[config.mk]
export PLATFORM = sky130hd
export DESIGN_NAME = rr_packet_selector
export DESIGN_NICKNAME = d
export VERILOG_FILES = /design/src/rtl/rr_packet_selector.sv
export SDC_FILE = /design/constraint.sdc
export NUM_CORES = 1
export LEC_CHECK = 0
export ABC_AREA = 0
export CAP_MARGIN = 10
export CORE_UTILIZATION = 39
export DETAILED_ROUTE_END_ITERATION = 10
export MAX_ROUTING_LAYER = met4
export PLACE_DENSITY = 0.66
export SYNTH_ARGS = -nofsm -noshare
export SYNTH_HDL_FRONTEND = slang
export SYNTH_SLANG_ARGS = --single-unit
export TNS_END_PERCENT = 30
[constraint.sdc]
create_clock -name clk -period 4.8 [get_ports clk]
set_input_delay 1.2 -clock clk [delete_from_list [all_inputs] [get_ports clk]]
set_output_delay 1.2 -clock clk [all_outputs]
set_load 0.1 [all_outputs]
[src/rtl/rr_packet_selector.sv]
// Round-robin or fixed-priority packet arbiter for one crossbar output, held head through tail.
// Latency: the grant is registered, 1 cycle after req in IDLE, and on the same edge as the tail on a release.
// Backpressure: none; the grant is held until a tail flit fires, whatever req does meanwhile.
module rr_packet_selector #(
  parameter int N = 5,
  parameter bit RR_MODE = 1'b1,
  localparam int IW = $clog2(N)
) (
  input  logic          clk,
  input  logic          rst,
  input  logic [N-1:0]  req,
  input  logic          flit_fire,
  input  logic          tail,
  output logic [N-1:0]  grant,
  output logic          grant_valid,
  output logic [IW-1:0] grant_idx
);

  localparam logic [0:0] IDLE   = 1'b0;
  localparam logic [0:0] LOCKED = 1'b1;

  logic [0:0]    state;
  logic [IW-1:0] ptr;
  logic [IW-1:0] ptr_next;
  logic [IW-1:0] scan_base;
  logic          win_vld;
  logic [IW-1:0] win_idx;
  logic          release_pkt;

  assign release_pkt = (state == LOCKED) && flit_fire && tail;

  // Pointer after a release: one past the channel that just finished, or pinned to 0 in fixed mode.
  always_comb begin
    ptr_next = '0;
    if (RR_MODE) begin
      if (grant_idx == IW'(N - 1)) ptr_next = '0;
      else                         ptr_next = grant_idx + 1'b1;
    end
  end

  // A release arbitrates with the post-release pointer so the handoff needs no extra cycle.
  assign scan_base = (state == LOCKED) ? ptr_next : ptr;

  // Circular scan from scan_base; walking backwards leaves the first requester in scan order as the winner.
  always_comb begin
    logic [IW:0] j;
    win_vld = 1'b0;
    win_idx = '0;
    j       = '0;
    for (int k = N - 1; k >= 0; k--) begin
      j = {1'b0, scan_base} + (IW + 1)'(k);
      if (j >= (IW + 1)'(N)) j = j - (IW + 1)'(N);
      if (req[j[IW-1:0]]) begin
        win_vld = 1'b1;
        win_idx = j[IW-1:0];
      end
    end
  end

  // Grant lock: take a grant from IDLE, hold it while LOCKED, and hand off or drop it on a tail.
  always_ff @(posedge clk or negedge rst) begin
    if (!rst) begin
      state       <= IDLE;
      ptr         <= '0;
      grant       <= '0;
      grant_valid <= 1'b0;
      grant_idx   <= '0;
    end else begin
      case (state)
        IDLE: begin
          if (win_vld) begin
            state       <= LOCKED;
            grant       <= {{(N-1){1'b0}}, 1'b1} << win_idx;
            grant_valid <= 1'b1;
            grant_idx   <= win_idx;
          end
        end
        default: begin
          if (release_pkt) begin
            ptr <= ptr_next;
            if (win_vld) begin
              grant     <= {{(N-1){1'b0}}, 1'b1} << win_idx;
              grant_idx <= win_idx;
            end else begin
              state       <= IDLE;
              grant       <= '0;
              grant_valid <= 1'b0;
              grant_idx   <= '0;
            end
          end
        end
      endcase
    end
  end

endmodule

; Word-level counts from Yosys, hierarchy flattened
; Cells that the tools add are included.
[word_totals]
inputBits = 9
output_inout_bits = 9
wordCells = 77
reg_bits = 13
[classes]
n_shift = 1
eq_ne = 3
mux = 42
n_lt_le_gt_ge = 10
reduce_logical = 6
add_sub_neg = 10
[ops]
columns = op, n
row1 = $mux W3, 16
row2 = $lt A3 B4 Y1 const B, 5
row3 = $mux W5, 4
row4 = $mux W1, 17
row5 = $ge A4 B3 Y1 const B, 4
row6 = $bmux W1 S3, 5
row7 = $sub A3 B3 Y3 const B, 5
row8 = $add A3 B2 Y4 const B, 2
row9 = $shl A1 B3 Y5 const A, 1
row10 = $add A3 B1 Y4 const B, 1
row11 = $add A3 B3 Y4 const B, 1
row12 = $reduce_and A2 Y1, 2
row13 = $add A3 B1 Y3 const B, 1
row14 = $eq A3 B3 Y1 const B, 1
row15 = $ge A3 B3 Y1 const B, 1
row16 = $reduce_and A3 Y1, 1
row17 = $logic_and A1 B1 Y1, 2
row18 = $ne A2 B1 Y1 const B, 1
row19 = $ne A2 B2 Y1 const B, 1
row20 = $reduce_bool A2 Y1, 1

; Logic depth before layout (Yosys ltp)
; Gate-level depths: netlist of the first run.
[logic_depth]
depth_word = 17
depth_mapped = 18

; Worst setup path after synthesis of the first run
; OpenSTA, ideal clock, no wires.
[synth_path]
path_kind = reg-to-reg
startpoint = register grant_idx[0]
endpoint = register grant[2]
required_time_ns = 4.699
stages_incl_launch_ff = 17
setup_slack_ns = 0.131
period_less_slack_ns = 4.669
arrival_time_ns = 4.568
path_buffers = 1
cell_sequence = dfrtp_1 > inv_1 > ha_1 > a21oi_2 > a21oi_4 > clkbuf_1 > ha_1 > fa_1 > a21boi_2 > or3b_2 > mux2i_1 > a22oi_1 > or3b_4 > a21oi_1 > a221oi_1 > o22ai_1 > o32ai_1
[synth_via]
elab_chain_len = 17
[synth_rtl]
columns = item, line_no
row1 = from (decl), 16  ; output logic [IW-1:0] grant_idx
row2 = from (signal assigned), 75  ; grant_idx <= win_idx;
row3 = from (signal assigned), 83  ; grant_idx <= win_idx;
row4 = $add A3 B1 Y3 / $eq A3 B3 Y1 (equally long branches), "37, 36"
row5 = $mux W3 *, 36  ; if (grant_idx == IW'(N - 1)) ptr_next = '0;
row6 = $mux W3 *, 42  ; assign scan_base = (state == LOCKED) ? ptr_next : ptr;
row7 = $add A3 B3 Y4, 51  ; j = {1'b0, scan_base} + (IW + 1)'(k);
row8 = $ge A4 B3 Y1 / $sub A3 B3 Y3 (equally long branches), 52  ; if (j >= (IW + 1)'(N)) j = j - (IW + 1)'(N);
row9 = $mux W3, 52
row10 = $bmux W1 S3, 53  ; if (req[j[IW-1:0]]) begin
row11 = $mux W1 (implied by the code), 53
row12 = $mux W3 (5 in series), 53
row13 = $shl A1 B3 Y5, "73, 82"
row14 = $mux W5, 81  ; if (win_vld) begin
row15 = $mux W5, 79  ; if (release_pkt) begin
row16 = $mux W5, 69  ; case (state)
row17 = to (signal assigned), 73  ; grant <= {{(N-1){1'b0}}, 1'b1} << win_idx;
row18 = to (signal assigned), 82  ; grant <= {{(N-1){1'b0}}, 1'b1} << win_idx;
row19 = to (decl), 14  ; output logic [N-1:0] grant,
; Mark *: on every way between the ends. The rest lies on a longest branch, timed or not. The select of a mux whose other input is x is not followed.
; A chain may end at the register's enable or synchronous reset.

; Final worst setup path of the first run
[layout_path]
startpoint = register grant_idx[0]
endpoint = register grant_idx[1]
[layout_via]
elab_chain_len = 16
[layout_rtl]
columns = item, line_no
row1 = $add A3 B1 Y3 / $eq A3 B3 Y1 (equally long branches), "37, 36"
row2 = $mux W3 *, 36
row3 = $mux W3 *, 42
row4 = $add A3 B3 Y4, 51
row5 = $ge A4 B3 Y1 / $sub A3 B3 Y3 (equally long branches), 52
row6 = $mux W3, 52
row7 = $bmux W1 S3, 53
row8 = $mux W1 (implied by the code), 53
row9 = $mux W3 / $mux W1 (equally long branches) (5 in series), 53
row10 = $mux W3, 81
row11 = $mux W3, 79
row12 = $mux W3, 69
; Marks and branches as above.

==> out/results.ini, run 1 <==
[run_status]
status = finished, final reports clean

[clock_network]
clkTransAtPathRegs_ps = 50
cts_buffer_depth = 2
clk-insertion-delay-late_ps = 240
cts_buffers = 3
ctsResizeCount = 0
cts_setup_buffers = 0
htreeDepth = 1
postCtsHoldBufs = 0
tritoncts = yes
clock-sinks = 13
cts-root-buf = clkbuf_8

[drt]
wl_mm = 5.02
drtPass1Iterations = 6
drtIter0Drc = 160
drc = 0
dr_total_vias = 1811
viasPerCell = 6.33
ant_nets = 0
routedWlPerCell_microns = 17.6

[global_route]
grt_pass1_wl_mm = 8.41
grt-ovfl-total = 0
grt_max_degree = 15
track_usage_pct = 21.8
antenna_found_initial = 0
grt_pass1_vias = 1786

[placement]
port_buffers = 17
globalplace.congestion = 0.874
dp_slack_ps = 436
post-place-cells = 282
hpwlAfterDp_mm = 3.98

[critical_path]
max_stage_delay_ps = 450
setup.worst_path.start = grant_idx[0]
start_kind = flip-flop
rr_endpoint = grant_idx[1]
cp-endpoint = grant_idx[1]
crit_path_end_kind = flip-flop
cp_cell_sequence = inv_1 > ha_1 > or3b_1 > nand3_2 > o21ai_2 > inv_2 > ha_1 > a21boi_2 > or3b_2 > mux2i_1 > a22oi_1 > or3b_4 > a211oi_1 > nand3_2 > a21bo_2 > mux2i_1
critPathMaxFanout = 12
r2r_start = grant_idx[0]
critPathArrivalTime_ps = 4530
reg2reg_depth = 16
required_ps = 4900
worst-setup-path-type = reg -> reg
reg2reg_slack_ps = 380
cp_slowest_cell = dfrtp_1

[cells_and_area]
drive_above_1_share_pct = 12.8
final_nets = 255
multi_input_area_sq_mm = 0.00141
area_growth_pct = 13.0
seqCellArea_sq_um = 325
antenna_cells = 0
fillCellCount = 427
final_cells = 286

[yosys]
ys.flop_type = dfrtp_1
synth-async-reset-ratio_pct = 100
synth.area.top_cells = dfrtp_1 (18%), ha_1 (6.8%), mux2i_1 (6.5%)
synth_seq_cells = 13
seq_area_frac_synth_pct = 17.6
yosys.area.top_type = dfrtp_1
synth_edf_count = 0
syn_avg_cell_area_sq_um = 8.44
synth_cells = 219
synth_nets = 239
synth_top_area_share_pct = 17.6
synth_warnings = 0
synth_cell_types = 72
netlist_area_sq_mm = 0.00185

[sta]
skew_ps = 1.34
setup_violations = 0
worst_pin_slew_ps = 994
layout_min_cycle_time_ps = 4420
max_freq_mhz = 226
slew_headroom_pct = 33.5
grt_setup_unrepaired = no
hold_viol = 0
final.setup.tns_ps = 0
finalCritPeriodShare_pct = 92.1
setup_slack_ps = 377
drv_slew = 0

[floorplan]
start_util_pct = 41.6
ios = 18
rows = 24
die_w_microns = 70.9
die_y_microns = 70.9
die_area_sq_mm = 0.00502
core_area_sq_mm = 0.00444

[run]
maxCapViolations = 0

[hold_path]
worstHoldPathType = reg -> reg

## per-layer routing
metal  up-vias  global-route usage (%)  routed length (microns)
met3        14                    1.57                      264
met4         0                    10.7                      167
met5         -                       -                        0
met1       855                    27.8                     2290
met2        55                    35.0                     2300
li1        887                       -                        -
## stage by stage
step	hold slack (ps)	instance area, sq um	util (%)
floorplan	464	1850	-
global placement	480	2040	46.0
detailed placement	497	2040	46.0
CTS	509	2090	47.0
global route	538	2090	47.0
finish	506	2090	47.0
## final cells by class
cell class                      count  area share (%)
Timing Repair Buffer               19            8.86
Multi-Input combinational cell    184            67.5
Tap cell                           52            3.11
Clock buffer                        4            2.16
Sequential cell                    13            15.6
Inverter                           14            2.75
## sequential cells by signal (all words and copies together), names as in the netlist
signal       cells
state            1
grant            5
grant_idx        3
grant_valid      1
ptr              3
## worst min path at each step
| stage | startpoint | endpoint | slack (ps) | cells past startpoint |
|---|---|---|---|---|
| floorplan | ptr[0] | ptr[0] | 460 | 2 |
| global placement | grant[4] | grant[4] | 480 | 1 |
| detailed placement | ptr[1] | ptr[1] | 500 | 1 |
| CTS | ptr[1] | ptr[1] | 510 | 1 |
| global route | grant[4] | grant[4] | 540 | 1 |
| finish | grant[4] | grant[4] | 510 | 1 |
## Yosys cell counts (all sizes together), types with 3 or more instances
cell type / count
a211oi: 5
a21boi: 4
a21o: 4
a21oi: 19
a32o: 3
and2: 5
and3: 3
buf: 5
clkbuf: 3
dfrtp: 13
ha: 10
inv: 13
mux2: 4
mux2i: 14
nand2: 13
nand2b: 4
nand3: 7
nand3b: 5
nand4: 4
nor2: 14
nor2b: 3
nor3: 5
o2111ai: 3
o211ai: 3
o21ai: 9
o32ai: 4
or3b: 3
## cells by family after synthesis
family / Yosys count / synth area share (%)
xor+xnor: 2 / 0.947
mux: 18 / 10.8
buf+inv: 22 / 6.09
flops: 13 / 17.6
compound gates: 81 / 34.0
simple gates: 72 / 22.7
fa+ha+maj: 11 / 7.85
## critical path: cells and delay by family, from the launching register on
kind / cells / cell delay (ps)
buffers and inverters: 2 / 300
adders and majority gates: 2 / 550
muxes: 2 / 190
DFF: 1 / 450
AOI/OAI and AO/OA: 5 / 1370
and+or+nand+nor: 5 / 1410
## layout by cell type (no fill, tap or decap), types with 4 or more instances in the layout
| cell type | count |
|---|---|
| a211oi_1 | 5 |
| a21o_1 | 4 |
| a21oi_1 | 15 |
| and2_1 | 5 |
| clkdlybuf4s50_1 | 17 |
| dfrtp_1 | 13 |
| ha_1 | 10 |
| inv_1 | 11 |
| mux2i_1 | 12 |
| nand2_1 | 13 |
| nand2b_1 | 4 |
| nand3_1 | 5 |
| nand3b_1 | 5 |
| nand4_1 | 4 |
| nor2_1 | 14 |
| nor3_1 | 4 |
| o21ai_0 | 7 |
| o32ai_1 | 4 |
Power of run 1 is left out: the tool's default activity adds up to more than one toggle a clock period on the data nets, which glitch-free logic cannot reach.
==> inputs of run 2 (changes only) <==
--- a/config.mk
+++ b/config.mk
@@ -7,10 +7,11 @@
 export LEC_CHECK = 0
 export ABC_AREA = 0
 export CAP_MARGIN = 10
-export CORE_UTILIZATION = 39
+export CORE_UTILIZATION = 25
 export DETAILED_ROUTE_END_ITERATION = 10
 export MAX_ROUTING_LAYER = met4
-export PLACE_DENSITY = 0.66
+export PLACE_DENSITY = 0.49
+export SLEW_MARGIN = 20
 export SYNTH_ARGS = -nofsm -noshare
 export SYNTH_HDL_FRONTEND = slang
 export SYNTH_SLANG_ARGS = --single-unit
==> run 2 against run 1 <==
  * Final cell count increased by 15%
  * Hold slack got worse by 13 ps
  * Sequential cell count unchanged
  * Critical path depth decreased by 1
  * Sequential share of layout area decreased by 0.44 points
  * Register-to-register slack about the same
  * Core utilization decreased by 16 points
  * Global-route usage decreased by 6.4 points
  * Clock-buffer cell count unchanged
  * Cell area increased by 2.9%
  * Routed wire length increased by 6.0%
  * Clock skew increased by 3.5 ps
  * Critical endpoint is now grant[2]
  * Highest routed layer unchanged
==> out/results.ini, run 2 (synthesis results as in run 1) <==
[run_status]
status = finished, final reports clean  ; unchanged

[placement]
post-place-cells = 326  ; was 282
globalplace.congestion = 0.831  ; was 0.874
hpwlAfterDp_mm = 4.21  ; was 3.98 mm
port_buffers = 17  ; unchanged

[cells_and_area]
fillCellCount = 758  ; was 427
final_util_pct = 30.8  ; was 47.0%
final_cell_mix = clkdlybuf4s50_1 (17), a21oi_1 (15), nor2_1 (14)  ; unchanged
final_nets = 255  ; unchanged
reg.largest.list = grant: 5 flops, grant_idx: 3 flops, ptr: 3 flops  ; unchanged
regMostFlops = grant  ; unchanged
antenna_cells = 0  ; unchanged
layout_commonest_cell = clkdlybuf4s50_1  ; unchanged
final_cells = 330  ; was 286
largest_reg_flops = 5  ; unchanged
drive_above_1_share_pct = 13.2  ; was 12.8%
area_growth_pct = 16.2  ; was 13.0%

[floorplan]
ios = 18  ; unchanged
die_area_sq_mm = 0.00774  ; was 0.00502 sq mm
die_w_microns = 88.0  ; was 70.9 microns
core_area_sq_mm = 0.00698  ; was 0.00444 sq mm
rows = 30  ; was 24
die_y_microns = 88.0  ; was 70.9 microns
start_util_pct = 26.5  ; was 41.6%

[sta]
grt_setup_unrepaired = no  ; unchanged
drv_slew = 0  ; unchanged
final.setup.tns_ps = 0  ; unchanged
worst_pin_slew_ps = 989  ; was 994 ps
slew_headroom_pct = 33.8  ; was 33.5%
finalCritPeriodShare_pct = 91.9  ; was 92.1%
layout_min_cycle_time_ps = 4410  ; was 4420 ps
skew_ps = 4.88  ; was 1.34 ps
setup_violations = 0  ; unchanged
max_freq_mhz = 227  ; was 226 MHz
hold_viol = 0  ; unchanged

[drt]
drtIter0Drc = 103  ; was 160
ant_nets = 0  ; unchanged
routedWlPerCell_microns = 16.1  ; was 17.6 microns
drc = 0  ; unchanged
drtPass1Iterations = 4  ; was 6
viasPerCell = 5.35  ; was 6.33
wl_mm = 5.32  ; was 5.02 mm
dr_total_vias = 1764  ; was 1811

[run]
maxCapViolations = 0  ; unchanged

[hold_path]
worstHoldPathType = reg -> reg  ; unchanged

[critical_path]
required_ps = 4940  ; was 4900 ps
start_kind = flip-flop  ; unchanged
critPathArrivalTime_ps = 4550  ; was 4530 ps
critPathMaxFanout = 11  ; was 12
crit_path_end_kind = flip-flop  ; unchanged
worst-setup-path-type = reg -> reg  ; unchanged

[clock_network]
cts_buffer_depth = 2  ; unchanged
cts-root-buf = clkbuf_8  ; unchanged
clock-sinks = 13  ; unchanged
postCtsHoldBufs = 0  ; unchanged
clk-insertion-delay-late_ps = 240  ; about the same
htreeDepth = 1  ; unchanged
clkTransAtPathRegs_ps = 60  ; was 50 ps
tritoncts = yes  ; unchanged
cts_buffers = 3  ; unchanged
cts_setup_buffers = 0  ; unchanged
ctsResizeCount = 0  ; unchanged

[global_route]
grt_pass1_wl_mm = 8.98  ; was 8.41 mm
grt-ovfl-total = 0  ; unchanged
grt_pass1_vias = 1780  ; was 1786
track_usage_pct = 15.4  ; was 21.8%
grt_max_degree = 16  ; was 15
antenna_found_initial = 0  ; unchanged

[run 2: final timing paths]
kind                                    from          end  slack (ps)  cells after the start
worst max-delay path            grant_idx[0]     grant[2]         390                     15
worst min register to register      grant[4]     grant[4]         490                      1
worst min-delay path                grant[4]     grant[4]         490                      1
max in group asynchronous                rst     grant[1]        3090                      1
min in group asynchronous                rst  grant_valid        1330                      1
worst max register to register  grant_idx[0]     grant[2]         390                     15
[run 2: layer usage]
layer | track usage [%] | vias to the layer above | routed length [microns]
li1 | - | 881 | -
met3 | 0.848 | 4 | 169
met4 | 3.87 | 0 | 53
met1 | 21.3 | 844 | 2720
met5 | - | - | 0
met2 | 24.5 | 35 | 2380
[run 2: metrics by stage]
step | worst slack, ps | cell area, sq um | hold slack (ps)
4_1_cts | 281 | 2140 | 498
3_3_place_gp | 253 | 2100 | 487
6_report | 389 | 2150 | 492
2_1_floorplan | 131 | 1850 | 464
5_1_grt | 72.9 | 2150 | 509
3_5_place_dp | 325 | 2100 | 484
[run 2: cell type report]
| class | count | area [sq um] | share of cell area [%] |
|---|---|---|---|
| timing repair buffer | 19 | 185 | 8.61 |
| inverter | 14 | 57.6 | 2.68 |
| multi-input combinational | 184 | 1420 | 65.9 |
| sequential | 13 | 325 | 15.1 |
| clock buffer | 4 | 45.0 | 2.10 |
| tap | 96 | 120 | 5.59 |
[run 2: critical path: stages (launching register included)]
cell and delay, ps:
dfrtp_1 420, inv_1 90, ha_1 240, a21oi_2 320, a21oi_4 180, ha_1 290, fa_1 450, a21boi_2 220
or3b_2 480, mux2i_1 160, a22oi_1 150, or3b_4 300, a21oi_1 50, a221oi_1 430, o22ai_1 230, o32ai_1 290
Power of run 2 is left out for the same reason.
